`src/rtl/fifo_n_shared_if.sv`:
```
// Producer/consumer bundle for the shared-pool multi-queue FIFO.
// master drives requests; slave returns accepts, read data and status.
interface fifo_n_shared_if #(
  parameter int N    = 32,
  parameter int VQ_N = 8,
  parameter int W    = 32
);
  localparam int VW = $clog2(VQ_N);
  localparam int CW = $clog2(N + 1);

  logic          push;
  logic [VW-1:0] push_vq;
  logic [W-1:0]  push_data;
  logic          push_accept;
  logic          pop;
  logic [VW-1:0] pop_vq;
  logic          pop_accept;
  logic          pop_data_valid_r;
  logic [VW-1:0] pop_data_vq_r;
  logic [W-1:0]  pop_data_r;
  logic [VQ_N-1:0] empty_r;
  logic          full_r;
  logic [CW-1:0] free_cnt_r;
  logic          err_push_r;
  logic          err_pop_r;

  modport master (
    output push, push_vq, push_data, pop, pop_vq,
    input  push_accept, pop_accept, pop_data_valid_r, pop_data_vq_r, pop_data_r,
           empty_r, full_r, free_cnt_r, err_push_r, err_pop_r
  );

  modport slave (
    input  push, push_vq, push_data, pop, pop_vq,
    output push_accept, pop_accept, pop_data_valid_r, pop_data_vq_r, pop_data_r,
           empty_r, full_r, free_cnt_r, err_push_r, err_pop_r
  );
endinterface

```
`src/rtl/fifo_n_shared.sv`:
```
// Multi-queue FIFO: one pool of N slots shared by VQ_N linked-list queues,
// free slots tracked in a bitmap, lowest free slot allocated first.
module fifo_n_shared #(
  parameter int N    = 32,
  parameter int VQ_N = 8,
  parameter int W    = 32
) (
  input  logic clk,
  input  logic rst,
  fifo_n_shared_if.slave bus
);
  localparam int IW = $clog2(N);
  localparam int VW = $clog2(VQ_N);
  localparam int CW = $clog2(N + 1);

  logic [N-1:0]    free_vec_q, free_vec_d;
  logic [W-1:0]    data_q [N];
  logic [IW-1:0]   next_q [N];
  logic [IW-1:0]   head_q [VQ_N];
  logic [IW-1:0]   head_d [VQ_N];
  logic [IW-1:0]   tail_q [VQ_N];
  logic [IW-1:0]   tail_d [VQ_N];
  logic [VQ_N-1:0] empty_q, empty_d;
  logic [CW-1:0]   free_cnt_q, free_cnt_d;
  logic            full_q;
  logic            pop_vld_q;
  logic [VW-1:0]   pop_vq_q;
  logic [W-1:0]    pop_data_q;
  logic            err_push_q, err_pop_q;

  logic            push_acc, pop_acc;
  logic [IW-1:0]   slot;
  logic [IW-1:0]   pop_head;
  logic            link_we;
  logic [IW-1:0]   link_addr;

  assign push_acc = bus.push & (free_cnt_q != '0);
  assign pop_acc  = bus.pop & ~empty_q[bus.pop_vq];
  assign pop_head = head_q[bus.pop_vq];

  // Only registered free bits are candidates, so a slot freed this cycle waits a cycle.
  always_comb begin
    slot = '0;
    for (int i = N - 1; i >= 0; i--) begin
      if (free_vec_q[i]) slot = IW'(i);
    end
  end

  always_comb begin
    free_vec_d = free_vec_q;
    empty_d    = empty_q;
    head_d     = head_q;
    tail_d     = tail_q;
    link_we    = 1'b0;
    link_addr  = '0;
    if (pop_acc) begin
      free_vec_d[pop_head] = 1'b1;
      if (pop_head == tail_q[bus.pop_vq]) empty_d[bus.pop_vq] = 1'b1;
      else head_d[bus.pop_vq] = next_q[pop_head];
    end
    // Push sees the queue after any same-cycle pop, so a 1-entry queue relinks cleanly.
    if (push_acc) begin
      free_vec_d[slot] = 1'b0;
      if (empty_d[bus.push_vq]) begin
        head_d[bus.push_vq]  = slot;
        tail_d[bus.push_vq]  = slot;
        empty_d[bus.push_vq] = 1'b0;
      end else begin
        link_we             = 1'b1;
        link_addr           = tail_d[bus.push_vq];
        tail_d[bus.push_vq] = slot;
      end
    end
  end

  assign free_cnt_d = free_cnt_q - CW'(push_acc) + CW'(pop_acc);

  always_ff @(posedge clk) begin
    if (push_acc) data_q[slot] <= bus.push_data;
    if (link_we)  next_q[link_addr] <= slot;
  end

  always_ff @(posedge clk) begin
    if (rst) begin
      free_vec_q <= '1;
      empty_q    <= '1;
      free_cnt_q <= CW'(N);
      full_q     <= 1'b0;
      pop_vld_q  <= 1'b0;
      pop_vq_q   <= '0;
      pop_data_q <= '0;
      err_push_q <= 1'b0;
      err_pop_q  <= 1'b0;
      for (int v = 0; v < VQ_N; v++) begin
        head_q[v] <= '0;
        tail_q[v] <= '0;
      end
    end else begin
      free_vec_q <= free_vec_d;
      empty_q    <= empty_d;
      free_cnt_q <= free_cnt_d;
      full_q     <= (free_cnt_d == '0);
      head_q     <= head_d;
      tail_q     <= tail_d;
      pop_vld_q  <= pop_acc;
      if (pop_acc) begin
        pop_vq_q   <= bus.pop_vq;
        pop_data_q <= data_q[pop_head];
      end
      if (bus.push & ~push_acc) err_push_q <= 1'b1;
      if (bus.pop & ~pop_acc)   err_pop_q  <= 1'b1;
    end
  end

  assign bus.push_accept      = push_acc;
  assign bus.pop_accept       = pop_acc;
  assign bus.pop_data_valid_r = pop_vld_q;
  assign bus.pop_data_vq_r    = pop_vq_q;
  assign bus.pop_data_r       = pop_data_q;
  assign bus.empty_r          = empty_q;
  assign bus.full_r           = full_q;
  assign bus.free_cnt_r       = free_cnt_q;
  assign bus.err_push_r       = err_push_q;
  assign bus.err_pop_r        = err_pop_q;
endmodule

```
`src/flat_wrapper.sv`:
```
// flat-port wrapper written by rule: the top's interface ports become plain ports
module fifo_n_shared_flat 
#(
  parameter int N    = 32,
  parameter int VQ_N = 8,
  parameter int W    = 32
)
  (clk, rst, bus_push, bus_push_vq, bus_push_data, bus_pop, bus_pop_vq, bus_push_accept, bus_pop_accept, bus_pop_data_valid_r, bus_pop_data_vq_r, bus_pop_data_r, bus_empty_r, bus_full_r, bus_free_cnt_r, bus_err_push_r, bus_err_pop_r);
  fifo_n_shared_if #(.N(N), .VQ_N(VQ_N), .W(W)) bus_i ();
  input  logic clk;
  input  logic rst;
  input wire logic [$bits(bus_i.push)-1:0] bus_push;
  input wire logic [$bits(bus_i.push_vq)-1:0] bus_push_vq;
  input wire logic [$bits(bus_i.push_data)-1:0] bus_push_data;
  input wire logic [$bits(bus_i.pop)-1:0] bus_pop;
  input wire logic [$bits(bus_i.pop_vq)-1:0] bus_pop_vq;
  output wire logic [$bits(bus_i.push_accept)-1:0] bus_push_accept;
  output wire logic [$bits(bus_i.pop_accept)-1:0] bus_pop_accept;
  output wire logic [$bits(bus_i.pop_data_valid_r)-1:0] bus_pop_data_valid_r;
  output wire logic [$bits(bus_i.pop_data_vq_r)-1:0] bus_pop_data_vq_r;
  output wire logic [$bits(bus_i.pop_data_r)-1:0] bus_pop_data_r;
  output wire logic [$bits(bus_i.empty_r)-1:0] bus_empty_r;
  output wire logic [$bits(bus_i.full_r)-1:0] bus_full_r;
  output wire logic [$bits(bus_i.free_cnt_r)-1:0] bus_free_cnt_r;
  output wire logic [$bits(bus_i.err_push_r)-1:0] bus_err_push_r;
  output wire logic [$bits(bus_i.err_pop_r)-1:0] bus_err_pop_r;
  assign bus_i.push = bus_push;
  assign bus_i.push_vq = bus_push_vq;
  assign bus_i.push_data = bus_push_data;
  assign bus_i.pop = bus_pop;
  assign bus_i.pop_vq = bus_pop_vq;
  assign bus_push_accept = bus_i.push_accept;
  assign bus_pop_accept = bus_i.pop_accept;
  assign bus_pop_data_valid_r = bus_i.pop_data_valid_r;
  assign bus_pop_data_vq_r = bus_i.pop_data_vq_r;
  assign bus_pop_data_r = bus_i.pop_data_r;
  assign bus_empty_r = bus_i.empty_r;
  assign bus_full_r = bus_i.full_r;
  assign bus_free_cnt_r = bus_i.free_cnt_r;
  assign bus_err_push_r = bus_i.err_push_r;
  assign bus_err_pop_r = bus_i.err_pop_r;
  fifo_n_shared #(.N(N), .VQ_N(VQ_N), .W(W)) u_core (.clk(clk), .rst(rst), .bus(bus_i));
endmodule
```
`config.mk`:
```
export PLATFORM = sky130hd
export DESIGN_NAME = fifo_n_shared_flat
export DESIGN_NICKNAME = d
export VERILOG_FILES = /design/src/rtl/fifo_n_shared_if.sv /design/src/rtl/fifo_n_shared.sv /design/src/flat_wrapper.sv
export SDC_FILE = /design/constraint.sdc
export NUM_CORES = 2
export LEC_CHECK = 0
export BUFFER_PORTS_ARGS = -buffer_cell sky130_fd_sc_hd__buf_2
export CORE_MARGIN = 2
export CORE_UTILIZATION = 57
export CTS_CLUSTER_SIZE = 25
export DETAILED_ROUTE_END_ITERATION = 6
export HOLD_SLACK_MARGIN = 0.15
export PLACE_DENSITY_LB_ADDON = 0.3
export RECOVER_POWER = 100
export SETUP_SLACK_MARGIN = 0.1
export SYNTH_ARGS = -nofsm -noshare
export SYNTH_HDL_FRONTEND = slang
export SYNTH_SLANG_ARGS = --single-unit
```
`constraint.sdc`:
```
create_clock -name clk -period 5.1 [get_ports clk]
set_clock_uncertainty 0.05 [all_clocks]
set_input_delay 0.255 -clock clk [delete_from_list [all_inputs] [get_ports clk]]
set_output_delay 0.255 -clock clk [all_outputs]
set_load 0.01 [all_outputs]
```
==> reports/results.tsv <==
stage	metric	value	unit
status	outcome	complete, but fails checks	
status	violations	design-rule violations, max-capacitance violations, max-slew violations	
synth	yosys_most_used_dff	edfxtp_1	
min_path	holdPathStages	4	
finish	fraction_of_layout_cells_with_a_size_suffix_above_1	8.17	%
drt	num_vias	38300	
drt	wl_per_cell	25.8	µm
sta	final_hold_viol_count	0	
cts	clkSlewWorstSetupHoldPaths	60	ps
critical_path	type_of_the_setup_path_with_the_least_slack	register to register	
cts	h-tree-depth	4	
finish	diodes_inserted	0	
flow_run	drv_cap	24	
synth	yosys-top-cells-area	edfxtp_1, nand2_1, dfxtp_1	
synth	yosysUniqueCellTypes	72	
drt	drc_errors	2	
pwr	power.ir.vdd_worst	249	µV
sta	worst-slew-pin-transition	2360	ps
placed_design	post-dp-hpwl	83.7	mm
sta	max_freq	0.207	GHz
pwr	cellLeakagePower	21.5	nW
drt	finalWirelength	154	mm
floorplanning	die_y	315	µm
global_route	grt_overflow	0	
synth	synth.cell_area	55000	µm²
critical_path	critPathArrivalTime	5130	ps
cts	clockRootBuffer	clkbuf_16	
floorplanning	die_area	99100	µm²
synth	yosys_register_bits	1349	
global_route	grt_start_max_net_pins	171	
synth	post-synth-top-area-fraction	64.6	%
sta	worst_hold_slack	228	ps
sta	rsz0062_at_grt	false	
synth	syn-instance-count	4485	
global_route	antenna_found_initial	2	
global_route	grtUsageTotal	30.9	%
drt	drt_pass1_iterations	7	
cts	clock_latency	770	ps
drt	detailedRoute.firstIterationViolations	5415	
floorplanning	floorplan_core_area	95300	µm²
cts	cts_setup_buffers	0	
drt	drtAntennaViolNets	0	
critical_path	worst-path-max-fanout	28	
placed_design	dp_cells	5692	
sta	period_share	94.6	%
sta	relative_slew_slack	-57.7	%
global_route	grt_first_pass_wirelength	227	mm
pwr	finalPower	23.7	mW
drt	detail_route.vias_per_cell	6.40	
critical_path	reg2regPathDepth	8	
cts	clock_tree.buffer_depth	3	
synth	synth-async-reset-ratio	0	%
sta	slew_viols_final	902	
placed_design	place.gp.congestion	0.969	
finish	layout.nets	4653	
synth	yosys_warnings	0	
critical_path	critical_path.startpoint_type	register	
sta	finalSetupViolCount	0	
sta	fin_ws	276	ps
floorplanning	io-pin-count	97	
placed_design	dp_worst_setup_slack	392	ps
synth	synthesis.nets	4536	
critical_path	critical_path.endpoint_type	register	
sta	period_minus_slack	4820	ps
synth	avgSynthCellArea	12.3	µm²
pwr	power.density_cell_area	384	nW/µm²
finish	finalNonFillerCells	5975	
critical_path	cp_data_required_time	5410	ps
floorplanning	initial_utilization	57.8	%
cts	numClockSinks	1349	
floorplanning	num_rows	113	
global_route	vias_in_the_first_global_route	35800	
finish	area_growth	12.2	%
cts	numCtsBuffers	135	
floorplanning	die_w	315	µm
placed_design	placement.io_buffers	96	
synth	synth_edf_count	1184	
synth	synth_sequential_area_ratio	70.6	%
sta	setup_total_negative_slack	0	ps
min_path	worstHoldPathType	primary input to register	
cts	tritoncts	done	
synth	synth_largest_area_cell	edfxtp_1	
## state kept, by name, summed over array words and instances (netlist names)
signal	count
u_core.head_q	40
u_core.bus.full_r	1
u_core.bus.pop_data_vq_r	3
u_core.bus.pop_data_valid_r	1
u_core.tail_q	40
u_core.free_vec_q	32
u_core.bus.err_pop_r	1
u_core.data_q	1024
u_core.bus.err_push_r	1
u_core.bus.pop_data_r	32
u_core.bus.empty_r	8
u_core.next_q	160
u_core.bus.free_cnt_r	6
## power breakdown
part | leakage, nW | total [mW] | internal [mW] | switching, mW
Clock | 2.12 | 9.76 | 5.58 | 4.18
Sequential | 12.0 | 12.2 | 12.1 | 0.0755
Combinational | 7.42 | 1.71 | 0.517 | 1.19
Total | 21.5 | 23.7 | 18.2 | 5.45
## through the flow
| stage | area, µm² | utilization (%) |
|---|---|---|
| global placement | 57700 | 60.5 |
| floorplan | 55100 | - |
| detailed placement | 57700 | 60.5 |
| finish | 61700 | 64.8 |
| global route | 61700 | 64.8 |
| CTS | 62400 | 65.5 |
## layout make-up
class,count,area (µm²)
clock buffer,175,3630
inverter,32,120
tap,1265,1580
clock inverter,70,728
timing repair buffer,279,1810
multi-input combinational,2805,15000
fill,7000,33600
sequential,1349,38900
## cells in the mapped netlist (all sizes together), types with 7 or more instances
| cell type | n |
|---|---|
| nand2 | 1155 |
| o21ai | 45 |
| buf | 84 |
| dfxtp | 165 |
| a22o | 17 |
| nand2b | 15 |
| nand3 | 474 |
| a211oi | 19 |
| nor2b | 16 |
| xnor2 | 7 |
| a31oi | 89 |
| mux2 | 34 |
| a22oi | 14 |
| mux4 | 16 |
| edfxtp | 1184 |
| o2111ai | 18 |
| inv | 30 |
| a21oi | 120 |
| o2bb2ai | 7 |
| o22ai | 13 |
| nor3 | 94 |
| a21o | 8 |
| nor4 | 14 |
| nor2 | 172 |
| nand4 | 13 |
| a221oi | 7 |
| ha | 8 |
| clkbuf | 215 |
| and3 | 100 |
| a311oi | 84 |
| mux2i | 118 |
| o21bai | 40 |
## path summary, 6_finish.rpt
check | from | to | slack, ps
setup / recovery | u_core.free_vec_q[14] | u_core.data_q[7][30] | 280
hold / removal | bus_push_vq[2] | u_core.tail_q[15] | 230
setup reg to reg | u_core.free_vec_q[14] | u_core.data_q[7][30] | 280
hold reg to reg | u_core.bus.pop_data_vq_r[2] | u_core.bus.pop_data_vq_r[2] | 410
## what timing repair did
action / 4_1_cts / 5_1_grt
endpoints found under the hold margin: 1061 / 0
hold buffers: 38 / 0
resized for setup: 0 / 0
## cells by family after synthesis
family / share of synthesized area, %
compound gates: 6.71
xor+xnor: 0.111
fa+ha+maj: 0.218
buf+inv: 2.36
flops: 70.6
mux: 3.50
simple gates: 16.5
## worst max-delay path, stage by stage (launching register included)
cell	delay, ps
dfxtp_1	350
or4_1	570
or2_2	350
a21oi_1	300
nor2_2	70
nor3_1	490
nand2_1	160
nor3_1	890
clkbuf_2	1150
## metal layers
metal  part of all wire, %  vias up  GRT usage, %
met2                    46     2369          48.2
met1                    38    18700          42.4
met5                 0.017        -             0
met4                   4.5        4          13.7
li1                      -    16700             -
met3                    11      409          6.52
## placed cells by master (no fill, tap or decap), types with 38 or more instances in the layout
cell,synthesis,routed
a21oi_1,120,120
a311oi_1,84,82
a31oi_1,89,89
and3_1,100,100
buf_4,5,73
clkbuf_1,215,151
clkbuf_16,0,137
dfxtp_1,165,165
dlygate4sd3_1,0,38
edfxtp_1,1184,1184
mux2i_1,118,116
nand2_1,1155,1155
nand3_1,474,473
nor2_1,172,168
nor3_1,94,91
o21ai_0,44,45
o21bai_1,40,40
No activity file was read; power rests on OpenSTA's default activity.
